$ cat src/rtl/cpu_types_pkg.sv
// Shared CPU types: machine word plus the instruction-cache frame, state and address layouts.
package cpu_types_pkg;

  typedef logic [31:0] word_t;

  localparam int IIDX_W   = 4;
  localparam int IBLK_OFF = 1;
  localparam int ITAG_W   = 32 - IIDX_W - IBLK_OFF - 2;

  typedef enum logic [1:0] {
    IDLE,
    FILL0,
    FILL1
  } icache_state_t;

  typedef struct packed {
    logic              valid;
    logic [ITAG_W-1:0] tag;
    word_t [1:0]       data;
  } icache_frame_t;

  typedef struct packed {
    logic [ITAG_W-1:0] tag;
    logic [IIDX_W-1:0] idx;
    logic              blkoff;
    logic [1:0]        bytoff;
  } icachef_t;

endpackage

$ cat src/rtl/icache_direct.sv
// Direct-mapped, read-only instruction cache with same-cycle hits and a two-beat block fill.
module icache_direct
  import cpu_types_pkg::*;
#(
  parameter int SETS     = 16,
  parameter int BLKWORDS = 2
) (
  input  logic        CLK,
  input  logic        nRST,
  input  logic        imemREN,
  input  logic [31:0] imemaddr,
  output logic        ihit,
  output logic [31:0] imemload,
  output logic        iREN,
  output logic [31:0] iaddr,
  input  logic        iwait,
  input  logic [31:0] iload
);

  icache_state_t     r_state;
  icache_frame_t     r_frames [SETS];
  logic [ITAG_W-1:0] r_missTag;
  logic [IIDX_W-1:0] r_missIdx;
  word_t             r_hold;
  logic              r_iren;
  word_t             r_iaddr;

  icachef_t          w_addr;
  icache_frame_t     w_frame;
  logic              w_hit;
  icache_state_t     w_nextState;
  logic              w_unused;

  // Hits are only recognised in IDLE, so a fill in progress never returns stale data.
  always_comb begin
    w_addr      = icachef_t'(imemaddr);
    w_frame     = r_frames[w_addr.idx];
    w_hit       = (r_state == IDLE) && imemREN && w_frame.valid && (w_frame.tag == w_addr.tag);
    w_nextState = r_state;
    case (r_state)
      IDLE:    if (imemREN && !w_hit) w_nextState = FILL0;
      FILL0:   if (!iwait) w_nextState = FILL1;
      FILL1:   if (!iwait) w_nextState = IDLE;
      default: w_nextState = IDLE;
    endcase
  end

  assign w_unused = &{1'b0, w_addr.bytoff};
  assign ihit     = w_hit;
  assign imemload = w_hit ? w_frame.data[w_addr.blkoff] : '0;
  assign iREN     = r_iren;
  assign iaddr    = r_iaddr;

  // Only valid bits are cleared on reset; tag and data are don't-care until a fill completes.
  always_ff @(posedge CLK or negedge nRST) begin
    if (!nRST) begin
      r_state   <= IDLE;
      r_missTag <= '0;
      r_missIdx <= '0;
      r_hold    <= '0;
      r_iren    <= 1'b0;
      r_iaddr   <= '0;
      for (int i = 0; i < SETS; i++) r_frames[i].valid <= 1'b0;
    end else begin
      r_state <= w_nextState;
      case (r_state)
        IDLE: begin
          if (w_nextState == FILL0) begin
            r_missTag <= w_addr.tag;
            r_missIdx <= w_addr.idx;
            r_iren    <= 1'b1;
            r_iaddr   <= {w_addr.tag, w_addr.idx, 1'b0, 2'b00};
          end
        end
        FILL0: begin
          if (!iwait) begin
            r_hold  <= iload;
            r_iaddr <= {r_missTag, r_missIdx, 1'(BLKWORDS - 1), 2'b00};
          end
        end
        FILL1: begin
          if (!iwait) begin
            r_frames[r_missIdx] <= {1'b1, r_missTag, iload, r_hold};
            r_iren              <= 1'b0;
            r_iaddr             <= '0;
          end
        end
        default: begin
          r_iren  <= 1'b0;
          r_iaddr <= '0;
        end
      endcase
    end
  end

endmodule

$ cat config.mk
export PLATFORM = sky130hd
export DESIGN_NAME = icache_direct
export DESIGN_NICKNAME = d
export VERILOG_FILES = /design/src/rtl/cpu_types_pkg.sv /design/src/rtl/icache_direct.sv
export SDC_FILE = /design/constraint.sdc
export NUM_CORES = 1
export LEC_CHECK = 0
export CAP_MARGIN = 20
export CORE_MARGIN = 2
export CORE_UTILIZATION = 55
export DETAILED_ROUTE_END_ITERATION = 12
export MAX_ROUTING_LAYER = met4
export PLACE_DENSITY = 0.82
export SLEW_MARGIN = 20
export SYNTH_ARGS = -nofsm -noshare
export SYNTH_HDL_FRONTEND = slang
export SYNTH_SLANG_ARGS = --single-unit
$ cat constraint.sdc
create_clock -name CLK -period 5.6 [get_ports CLK]
set_clock_uncertainty 0.15 [all_clocks]
set_input_delay 0.56 -clock CLK [delete_from_list [all_inputs] [get_ports CLK]]
set_output_delay 0.56 -clock CLK [all_outputs]
set_load 0.1 [all_outputs]
## Word-level counts from Yosys, hierarchy flattened

Index checks and enable logic that the tools add are counted.

| word-level totals | value |
|---|---|
| bits in writable memories | 0 |
| flip-flop bits (word level) | 1,536 |
| memories | 0 |
| ROM bits | 0 |
| bits of input ports | 68 |
| logic and storage cells | 118 |
| bits in latches | 0 |
| output and inout bits | 66 |

| operators by class | value |
|---|---|
| reductions and logical operators | 13 |
| div/mod/pow operators | 0 |
| $add $sub $neg | 0 |
| eq/ne operators | 7 |
| multiply operators | 0 |
| mux-type cells | 20 |
| $lt $le $gt $ge | 4 |
| bitwise logic cells | 4 |
| shifts and indexed selects | 0 |

Operators with widths:

| operator | number |
|---|---|
| $bwmux W1440 | 1 |
| $bmux W90 S4 | 1 |
| $demux W90 S4 | 1 |
| $mux W90 | 3 |
| $mux W32 | 6 |
| $pmux W32 S3 | 1 |
| $eq A25 B25 Y1 | 1 |
| $ge A5 B5 Y1 const B | 2 |
| $not A4 Y5 | 2 |
| $reduce_and A3 Y1 | 3 |
| $mux W2 | 3 |
| $pmux W2 S3 | 1 |
| $reduce_and A2 Y1 | 3 |
| $logic_and A1 B1 Y1 | 5 |
| $lt A5 B1 Y1 const B | 1 |
| $eq A2 B1 Y1 const B | 2 |
| $ne A2 B2 Y1 const B | 2 |
| $pmux W1 S3 | 1 |
| $eq A2 B2 Y1 const B | 1 |
| $logic_not A2 Y1 | 1 |
| $lt A1 B2 Y1 const B | 1 |
| $mux W1 | 2 |
| $ne A2 B1 Y1 const B | 1 |
| $not A1 Y1 | 2 |
| $logic_not A1 Y1 | 1 |

## Longest topological paths before layout

| logic depth | value |
|---|---|
| depth in word-level cells | 13 |
| depth in mapped cells | 15 |
| mapped depth without buffers | 8 |

## Least setup slack after synthesis

No wires, ideal clock.

| timing path | value |
|---|---|
| kind | input port to flip-flop |
| start point | in iwait |
| end point | reg r_frames[1260] in the netlist's numbering, enable pin |
| path slack | 18 ps |
| path buffers | 2 |
| data required time | 4,913 ps |
| data arrival time | 4,894 ps |
| library setup time | 537 ps |
| stages on the path | 5 |
| path through | clkbuf_1 nor3b_1 nand2b_1 clkbuf_1 nor2_1 |

| between the ends | value |
|---|---|
| cells in the longest elaborated chain, start to end | 2 |

RTL lines:

| what | line | source |
|---|---|---|
| start: declaration | icache_direct.sv:16 | `input logic iwait,` |
| $not A1 Y1 (no line) | n/a |  |
| $reduce_and A3 Y1 (no line) | n/a |  |
| end signal: indexed assignment | icache_direct.sv:83 | `r_frames[r_missIdx] <= {1'b1, r_missTag, iload, r_hold};` |
| end: declaration | icache_direct.sv:21 | `icache_frame_t r_frames [SETS];` |

Every way passes these cells.
A chain may end at the register's enable or synchronous reset.

## Worst setup path in the final report

| timing path | value |
|---|---|
| start point | in imemaddr[4] |
| end point | out imemload[1] |

| between the ends | value |
|---|---|
| cells in the longest elaborated chain, start to end | 7 |
| elaborated cells between the ends (all ways) | 10 |
| classes of those cells | 1 x eq/ne; 6 x mux; 1 x bitwise; 2 x reduce/logical |

RTL lines:

| what | line | source |
|---|---|---|
| start: declaration | icache_direct.sv:11 | `input logic [31:0] imemaddr,` |
| $not A4 Y5 (not written as such) (*) | icache_direct.sv:37 | `w_frame = r_frames[w_addr.idx];` |
| $bmux W90 S4 (*) | icache_direct.sv:37 |  |
| $mux W90 (not written as such) (*) (2 in series) | icache_direct.sv:37 |  |
| $eq A25 B25 Y1, or another cell as far along | icache_direct.sv:38 | `w_hit = (r_state == IDLE) && imemREN && w_frame.valid && (w_frame.tag == w_addr.tag);` |
| $logic_and A1 B1 Y1 / $mux W32 (equally long branches) | icache_direct.sv:38, icache_direct.sv:50 |  |
| $mux W32 (*) | icache_direct.sv:50 | `assign imemload = w_hit ? w_frame.data[w_addr.blkoff] : '0;` |
| end: declaration | icache_direct.sv:13 | `output logic [31:0] imemload,` |

Every way passes the cells marked *; elsewhere a longest branch is shown, timed or not. The select of a mux whose other input is x is not followed.

==> impl_metrics.yaml <==
outcome:
  status: "completed"
timing:
  period_needed_ns: 5.17
  setup_viol: 0
  finalHoldViolations: 0
  fmax_mhz: 193
  rsz0062_at_grt: "no"
  slew_violations: 0
  holdWs_ns: 0.163
  layout_setup_ws_ns: 0.430
  worst_slew_pin_slew_ns: 1.10
  timing.final.crit_share: 0.923
  tns_ns: 0
  relSlewSlack: 0.265
synth:
  synth_xor_area_frac: 0.00308
  synth_top_family_by_area: "multiplexers"
  synthCells: 2670
  synth_fa_ha_area_frac: 0
  synth_simple_gate_area_frac: 0.0151
  yosys_warnings: 0
  synth.area.mux_share: 0.184
  synth-compound-area-share: 0.0232
  synth_edf_count: 1424
  async_flop_share: 0.0717
  ys_ff_latch: 1534
  syn-cell-area_sq_mm: 0.0597
  seq_area_frac_synth: 0.762
  synth_flop_cell: "edfxtp_1"
  synth_area_per_cell_sq_um: 22.4
  ys_types: 60
drt:
  viasPerCell: 6.81
  drc: 0
  wl_per_cell_um: 33.5
  drtIter0Drc: 4401
  drt-total-wl_mm: 148
  via_count: 30100
  drt_first_pass_iters: 8
  ant_nets: 0
finish:
  drive_gt1_frac: 0.279
  syn_to_final_growth_pct: 14.7
  layout.nets: 2958
  fin_cells: 4424
  fillerInstances: 6510
hold_path:
  min_path_type: "primary input to asynchronous set/reset pin"
placement:
  hpwlAfterDp_mm: 74.3
  dp_slack_ns: 0.548
  portBuffers: 129
  gp_congestion: 0.896
  dp.cells: 4139
setup_path:
  critPathCaptureType: "output pin"
  cp-start-kind: "primary input"
  worstSetupPathType: "primary input to output pin"
  critPathArrivalTime_ns: 4.46
  required_ns: 4.89
  reg2reg_depth: 9
  slowest_stage: "nor4_1"
  worst-path-buf-inv: 5
  max_stage_delay_ns: 0.60
  cp_max_fo: 86
  worstSetupPathDepth: 13
  path_cells: "buf_8 -> buf_4 -> mux4_2 -> o22a_1 -> o221ai_1 -> xor2_1 -> nand4_1 -> nor4_1 -> nand3_2 -> buf_12 -> nor2_1 -> buf_4 -> buf_12"
  crit_family: "buffers and inverters"
power:
  power_w: 0.0284
  pwr_density_cell_mw_per_mm2: 414
  peakVddDrop_mv: 0.300
  p_leak_nw: 22.0
clock_network:
  clk_latency_ns: 0.77
  cts_sinks: 1534
  clock-root-buffer: "clkbuf_16"
  cts_tree: "yes"
  ctsResizeCount: 0
  clk_path_buf_depth: 3
  numCtsBuffers: 149
  path_clk_slew_ns: 0.06
  htreeDepth: 4
grt:
  grt_pass1_wl_mm: 217
  grt_antenna_before_repair: 9
  grt_usage: 0.278
  grt_overflow: 0
  grt_pass1_vias: 31200
  grt_max_degree: 105
floorplanning:
  ios: 134
  die_height_um: 334
  fp.dieArea_sq_mm: 0.111
  initial_core_util: 0.556
  fp.dieW_um: 334
  fp.coreArea_sq_mm: 0.107
  std_cell_rows: 120
run:
  cap_viol_max_count: 0
## flip-flops by register name (all words and copies together) (netlist names)
| register | cells |
|---|---|
| r_frames | 1440 |
| iaddr | 30 |
| iREN | 1 |
| r_state | 2 |
| r_missIdx | 4 |
| r_hold | 32 |
| r_missTag | 25 |
## Yosys cell counts, drive strengths merged, types with 7 or more instances
master / count / area, sq um
edfxtp: 1424 / 42800
mux4: 404 / 9100
dfrtp: 110 / 2750
mux2: 96 / 1080
clkbuf: 85 / 319
mux2i: 84 / 841
buf: 69 / 374
nor2: 69 / 259
a22oi: 46 / 345
nand2: 38 / 143
a221o: 32 / 320
o21ai: 32 / 160
o21bai: 16 / 120
nand2b: 11 / 68.8
xnor2: 11 / 96.3
nand3: 10 / 50.1
xor2: 10 / 87.6
nand4: 9 / 56.3
a21oi: 8 / 43.8
and3: 8 / 50.1
inv: 7 / 26.3
nor3: 7 / 35.0
## metal layers
layer / global-route usage / share of wire
met1: 0.364 / 0.36
met5: - / 0
met2: 0.442 / 0.50
met4: 0.0957 / 0.030
met3: 0.0563 / 0.10
## layout make-up
cell class / instances / area, sq um / share of cell area
Antenna cell: 10 / 25.0 / 0.000365
Clock buffer: 194 / 4070 / 0.0595
Clock inverter: 78 / 786 / 0.0115
Inverter: 7 / 26.3 / 0.000383
Multi-Input combinational cell: 976 / 13600 / 0.199
Sequential cell: 1534 / 45500 / 0.664
Tap cell: 1403 / 1760 / 0.0256
Timing Repair Buffer: 222 / 2690 / 0.0393
## kinds of logic (layout without fill, tap and decap cells)
logic type	count (synthesis)	count (layout)
AOI/OAI and AO/OA	182	182
xor gates and xnor gates	21	21
buffers and inverters	161	501
DFF	1534	1534
muxes	584	584
other	1	12
and+or+nand+nor	187	187
## repair_timing
action                                 in CTS  in global routing
setup buffers                               0                  0
endpoints found under the hold margin      29                  0
hold buffers                                1                  0
## worst paths after layout
check / start / end / slack, ns
min in group CLK: r_frames[629]$_DFFE_PN0P_ / r_frames[629]$_DFFE_PN0P_ / 0.33
max in group asynchronous: nRST / r_missTag[12]$_DFFE_PN0P_ / 3.29
setup reg to reg: r_frames[435]$_DFFE_PP_ / iaddr[8]$_DFFE_PN0P_ / 1.52
setup / recovery: imemaddr[4] / imemload[1] / 0.43
hold / removal: nRST / r_frames[1169]$_DFFE_PN0P_ / 0.16
hold reg to reg: r_frames[629]$_DFFE_PN0P_ / r_frames[629]$_DFFE_PN0P_ / 0.33
## through the flow
step | cell area (sq um) | util
4_1_cts | 68400 | 0.638
2_1_floorplan | 59700 | -
3_3_place_gp | 63500 | 0.592
6_report | 68500 | 0.638
5_1_grt | 68500 | 0.638
3_5_place_dp | 63600 | 0.592
## cells in the final DEF, fill, tap and decap left out, types with 17 or more instances in the layout
master,Yosys,layout
clkdlybuf4s50_1,0,90
clkinv_1,0,33
buf_4,15,65
o21ai_0,32,32
mux4_2,404,404
clkbuf_1,85,33
mux2_1,28,28
buf_12,0,59
nand2_1,38,38
nor2_1,69,51
clkbuf_16,0,154
mux2_2,68,68
a221o_1,32,32
clkinv_2,0,17
a22oi_1,46,46
mux2i_1,84,84
dfrtp_1,110,110
edfxtp_1,1424,1424
## power by group
part,switching [W],internal (W),total (W)
Sequential,0.00128,0.0140,0.0153
Combinational,0.00189,0.00115,0.00304
Clock,0.00435,0.00568,0.0100
Note: power is estimated with default switching activity, not from simulation.
